**src/rtl/iterative_magnitude_comparator_if.sv**
```systemverilog
// ============================================================================
// iterative_magnitude_comparator_if
// Request/result bundle for the multi-cycle magnitude comparator.
// Revision: 1.0
// ============================================================================
`default_nettype none

interface iterative_magnitude_comparator_if #(
  parameter int WIDTH = 8,
  parameter int SLICE = 2
);
  localparam int N    = WIDTH / SLICE;
  localparam int SU_W = $clog2(N) + 1;

  logic             start;
  logic             signed_mode;
  logic [WIDTH-1:0] a;
  logic [WIDTH-1:0] b;
  logic             busy;
  logic             done;
  logic             eq;
  logic             gt;
  logic             lt;
  logic [SU_W-1:0]  slices_used;

  modport master (
    output start, signed_mode, a, b,
    input  busy, done, eq, gt, lt, slices_used
  );

  modport slave (
    input  start, signed_mode, a, b,
    output busy, done, eq, gt, lt, slices_used
  );
endinterface

`default_nettype wire

```
**src/rtl/iterative_magnitude_comparator.sv**
```systemverilog
// ============================================================================
// iterative_magnitude_comparator
// Compares two WIDTH-bit operands one SLICE-bit slice per clock, MSB slice
// first, stopping at the first unequal slice. Unsigned or two's complement.
// Revision: 1.0
// ============================================================================
`default_nettype none

module iterative_magnitude_comparator #(
  parameter int WIDTH = 8,
  parameter int SLICE = 2
) (
  input  wire                              clk,
  input  wire                              rst,
  iterative_magnitude_comparator_if.slave  bus
);

  localparam int N     = WIDTH / SLICE;
  localparam int SU_W  = $clog2(N) + 1;
  localparam int IDX_W = (N > 1) ? $clog2(N) : 1;

  localparam logic [WIDTH-1:0] c_MSB_MASK = WIDTH'(1) << (WIDTH - 1);
  localparam logic [SU_W-1:0]  c_N        = SU_W'(N);
  localparam logic [IDX_W-1:0] c_IDX_TOP  = IDX_W'(N - 1);

  typedef enum logic [1:0] {
    S_IDLE = 2'd0,
    S_BUSY = 2'd1,
    S_DONE = 2'd2
  } state_t;

  state_t           r_state;
  logic [IDX_W-1:0] r_idx;
  logic [WIDTH-1:0] r_a;
  logic [WIDTH-1:0] r_b;
  logic             r_eq;
  logic             r_gt;
  logic             r_lt;
  logic [SU_W-1:0]  r_slices_used;

  logic [WIDTH-1:0] w_flip;
  logic [SLICE-1:0] w_a_sl [N];
  logic [SLICE-1:0] w_b_sl [N];
  logic [SLICE-1:0] w_sa;
  logic [SLICE-1:0] w_sb;

  // Flipping the sign bit at latch time turns a two's-complement compare into
  // an unsigned one; only the MSB slice sees the change.
  assign w_flip = bus.signed_mode ? c_MSB_MASK : '0;

  generate
    for (genvar gi = 0; gi < N; gi++) begin : g_slice
      assign w_a_sl[gi] = r_a[gi*SLICE +: SLICE];
      assign w_b_sl[gi] = r_b[gi*SLICE +: SLICE];
    end
  endgenerate

  assign w_sa = w_a_sl[r_idx];
  assign w_sb = w_b_sl[r_idx];

  always_ff @(posedge clk or posedge rst) begin
    if (rst) begin
      r_state       <= S_IDLE;
      r_idx         <= '0;
      r_a           <= '0;
      r_b           <= '0;
      r_eq          <= 1'b0;
      r_gt          <= 1'b0;
      r_lt          <= 1'b0;
      r_slices_used <= '0;
    end else begin
      case (r_state)
        S_IDLE, S_DONE: begin
          if (bus.start) begin
            r_a     <= bus.a ^ w_flip;
            r_b     <= bus.b ^ w_flip;
            r_eq    <= 1'b0;
            r_gt    <= 1'b0;
            r_lt    <= 1'b0;
            r_idx   <= c_IDX_TOP;
            r_state <= S_BUSY;
          end else begin
            r_state <= S_IDLE;
          end
        end
        S_BUSY: begin
          if (w_sa != w_sb) begin
            r_gt          <= (w_sa > w_sb);
            r_lt          <= (w_sa < w_sb);
            r_slices_used <= c_N - SU_W'(r_idx);
            r_state       <= S_DONE;
          end else if (r_idx == '0) begin
            r_eq          <= 1'b1;
            r_slices_used <= c_N;
            r_state       <= S_DONE;
          end else begin
            r_idx <= r_idx - 1'b1;
          end
        end
        default: r_state <= S_IDLE;
      endcase
    end
  end

  assign bus.busy        = (r_state == S_BUSY);
  assign bus.done        = (r_state == S_DONE);
  assign bus.eq          = r_eq;
  assign bus.gt          = r_gt;
  assign bus.lt          = r_lt;
  assign bus.slices_used = r_slices_used;

endmodule

`default_nettype wire

```
**src/flat_wrapper.sv**
```systemverilog
// flat-port wrapper written by rule: the top's interface ports become plain ports
module iterative_magnitude_comparator_flat 
#(
  parameter int WIDTH = 8,
  parameter int SLICE = 2
)
  (clk, rst, bus_start, bus_signed_mode, bus_a, bus_b, bus_busy, bus_done, bus_eq, bus_gt, bus_lt, bus_slices_used);
  iterative_magnitude_comparator_if #(.WIDTH(WIDTH), .SLICE(SLICE)) bus_i ();
  input  wire clk;
  input  wire rst;
  input wire logic [$bits(bus_i.start)-1:0] bus_start;
  input wire logic [$bits(bus_i.signed_mode)-1:0] bus_signed_mode;
  input wire logic [$bits(bus_i.a)-1:0] bus_a;
  input wire logic [$bits(bus_i.b)-1:0] bus_b;
  output wire logic [$bits(bus_i.busy)-1:0] bus_busy;
  output wire logic [$bits(bus_i.done)-1:0] bus_done;
  output wire logic [$bits(bus_i.eq)-1:0] bus_eq;
  output wire logic [$bits(bus_i.gt)-1:0] bus_gt;
  output wire logic [$bits(bus_i.lt)-1:0] bus_lt;
  output wire logic [$bits(bus_i.slices_used)-1:0] bus_slices_used;
  assign bus_i.start = bus_start;
  assign bus_i.signed_mode = bus_signed_mode;
  assign bus_i.a = bus_a;
  assign bus_i.b = bus_b;
  assign bus_busy = bus_i.busy;
  assign bus_done = bus_i.done;
  assign bus_eq = bus_i.eq;
  assign bus_gt = bus_i.gt;
  assign bus_lt = bus_i.lt;
  assign bus_slices_used = bus_i.slices_used;
  iterative_magnitude_comparator #(.WIDTH(WIDTH), .SLICE(SLICE)) u_core (.clk(clk), .rst(rst), .bus(bus_i));
endmodule
```
**config.mk**
```make
export PLATFORM = sky130hd
export DESIGN_NAME = iterative_magnitude_comparator_flat
export DESIGN_NICKNAME = d
export VERILOG_FILES = /design/src/rtl/iterative_magnitude_comparator_if.sv /design/src/rtl/iterative_magnitude_comparator.sv /design/src/flat_wrapper.sv
export SDC_FILE = /design/constraint.sdc
export NUM_CORES = 1
export LEC_CHECK = 0
export ABC_AREA = 1
export CAP_MARGIN = 20
export CORE_UTILIZATION = 33
export CTS_CLUSTER_SIZE = 12
export DETAILED_ROUTE_END_ITERATION = 6
export PLACE_DENSITY_LB_ADDON = 0.15
export SYNTH_ARGS = -nofsm -noshare
export SYNTH_HDL_FRONTEND = slang
export SYNTH_SLANG_ARGS = --single-unit
```
**constraint.sdc**
```tcl
create_clock -name clk -period 1.9 [get_ports clk]
set_input_delay 0.285 -clock clk [delete_from_list [all_inputs] [get_ports clk]]
set_output_delay 0.285 -clock clk [all_outputs]
set_load 0.01 [all_outputs]
```
==> metrics.txt <==
fin cells 233; grt ovf 0; final setup fails 0; PwrDens 1646 nW/um^2; post-synthesis sequential area ratio 50.53%; Fmax 0.5710 GHz; Yosys top cell area share 50.53%; starting density of the core 34.91%; Max Slew Vio Count 0; Slew Limit Headroom 78.10%; clk_lat worst skew 0.27 ns; CTS tree yes; footprint of the multi-input gates 525.5 sq um; Sw Ratio 42.46%; CTS buffer count 3; Reg area 650.6 sq um; worst reg2reg path depth 9; commonest cells after routing, fill and taps aside nand2_1 (68), clkdlybuf4s50_1 (27), dfrtp_1 (26); Internal 1551 uW; CTS max path bufs 2; Via density 4.468; required time worst endpoint 1.62 ns; DRT Pass-1 Iters 4; Top-Level Pins 28; detailed placement HPWL 1868 um; # DRC 0; VDD IR max 0.0006176 V; CTS Hold Bufs 0; syn nets 180; Setup WS pre-CTS 0.2298 ns; worst slew pin tran 0.3284 ns; first-pass GRT wire length 4464 um; row count 22; CP peak stage delay 0.56 ns; final worst slack 0.1486 ns; Final ANT Viol Nets 0; cell taking the most area after synthesis dfrtp_1; Min-Delay Path Class in -> async; Synth-to-Final Area Change 27.21%; Final period util 92.18%; critical path cell sequence nor2_8 > clkdlybuf4s50_1; Area contributors post-synth dfrtp_1 (51%), nand2_1 (20%), nand3_1 (5.1%); Tot GR Track Use 14.09%; Clock power frac 13.1%; Avg Inst Size Synth 8.201 sq um; share of cells above drive strength 1 8.108%; fillers 393; via count 1,041; # H-tree levels 1; post-synthesis instance total 157; RSZ-0062 raised after global routing false; Die W 64.46 um; endpoint class of the critical path output pin; final-report hold violation count 0; instance count on the critical path 2; CTS root buf clkbuf_8; max cap viols 0; commonest non-fill, non-tap cell in the layout nand2_1; count of cell types in the netlist 20; critical path buffer and inverter count 1; routed len/inst 10.65 um; Lkg Pwr 0.0008241 uW; ANT cells 0; die area 4155 sq um; #FFs+latches synth 26; gp weighted congestion 0.8088; vias in the first global route 1,019; final worst path period need 1.751 ns; Die H 64.46 um; initial antenna violation count 0; Switch Pwr 1145 uW; Yosys warning total 0; area of the core 3689 sq um; largest net degree at the start of global routing 27; input/output buffers 27; CP Launch Type flip-flop; Crit Path Class reg -> out; Worst Skew 0.004499 ns; Clk pin slew, worst setup/hold paths 0.09 ns; Min Hold Slack 0.3572 ns; Clock Sinks 26; sequential power share 35.3%; Crit path max-delay family buffers and inverters; Synth Cell Area 1287 sq um; initial drt markers 36; crit path DAT 1.47 ns; total negative setup slack 0 ns; Comb pwr share 51.6%; Nets 209; drt total wl 2482 um; status finished, final reports clean; slowest cell on the critical path clkdlybuf4s50_1; Worst Path Max Fanout 8; Placed Cells 229; number of setup buffers added after CTS 0; PostCTS Resize Cnt 0
stage by stage:
| stage | total power [uW] | instance area, sq um | util, % |
|---|---|---|---|
| 2_1_floorplan | 1981 | 1287 | - |
| 3_5_place_dp | 2346 | 1580 | 42.84 |
| 3_3_place_gp | 2313 | 1580 | 42.84 |
| 6_report | 2696 | 1638 | 44.40 |
| 4_1_cts | 2704 | 1635 | 44.34 |
| 5_1_grt | 2999 | 1638 | 44.40 |
worst register-to-register path: stages (launching register included):
cell and delay (ns):
dfrtp_1 0.40, buf_4 0.16, o21ai_0 0.19, nand2_1 0.08
ha_1 0.32, nand2_2 0.09, nor2_1 0.09, nand2_1 0.09
nand3_1 0.08, nand2_1 0.05
final cells by class:
class,instances,share of cell area [%]
Tap cell,48,3.667
Timing Repair Buffer,29,17.42
Multi-Input combinational cell,111,32.09
Inverter,15,3.743
Clock buffer,4,3.361
Sequential cell,26,39.73
power by group through the flow:
stage | Clock (uW) | Sequential, uW | Combinational (uW)
2_1_floorplan | 0 | 943 | 1040
3_3_place_gp | 0 | 960 | 1350
3_5_place_dp | 0 | 965 | 1380
4_1_cts | 362 | 955 | 1390
5_1_grt | 382 | 987 | 1630
6_report | 352 | 953 | 1390
synth_stat cells, drive strengths merged:
library cell / instances
a21oi: 3
buf: 5
dfrtp: 26
ha: 3
inv: 15
nand2: 72
nand3: 13
nor2: 6
o211ai: 1
o21ai: 11
xnor2: 2
logic make-up after synthesis:
family                     synth area share [%]
AOI/OAI and AO/OA                         6.317
xor gates and xnor gates                  1.361
adders and majority gates                 2.916
buffers and inverters                     8.843
DFF                                       50.53
and+or+nand+nor                           30.03
per-layer routing:
layer	vias up	GRT usage (%)	share of wire, %
li1	543	-	-
met1	462	18.13	50
met2	31	23.16	43
met3	5	3.697	5.5
met4	0	4.167	1.1
met5	-	0	0
state kept, by name, summed over array words and instances (netlist names):
name,cells
u_core.bus.gt,1
u_core.bus.slices_used,3
u_core.r_idx,2
u_core.bus.lt,1
u_core.r_a,8
u_core.bus.eq,1
u_core.r_b,8
u_core.r_state,2
final timing paths:
check | startpoint | endpoint | slack [ns]
worst max-delay path | u_core.r_state[1] | bus_busy | 0.15
worst min-delay path | rst | u_core.r_a[6] | 0.36
worst max register to register | u_core.r_idx[0] | u_core.r_idx[0] | 0.24
worst min register to register | u_core.r_b[0] | u_core.r_b[0] | 0.49
max in group asynchronous | rst | u_core.r_b[1] | 1.30
min in group clk | u_core.r_b[0] | u_core.r_b[0] | 0.49
No activity file was read; power rests on OpenSTA's default activity.
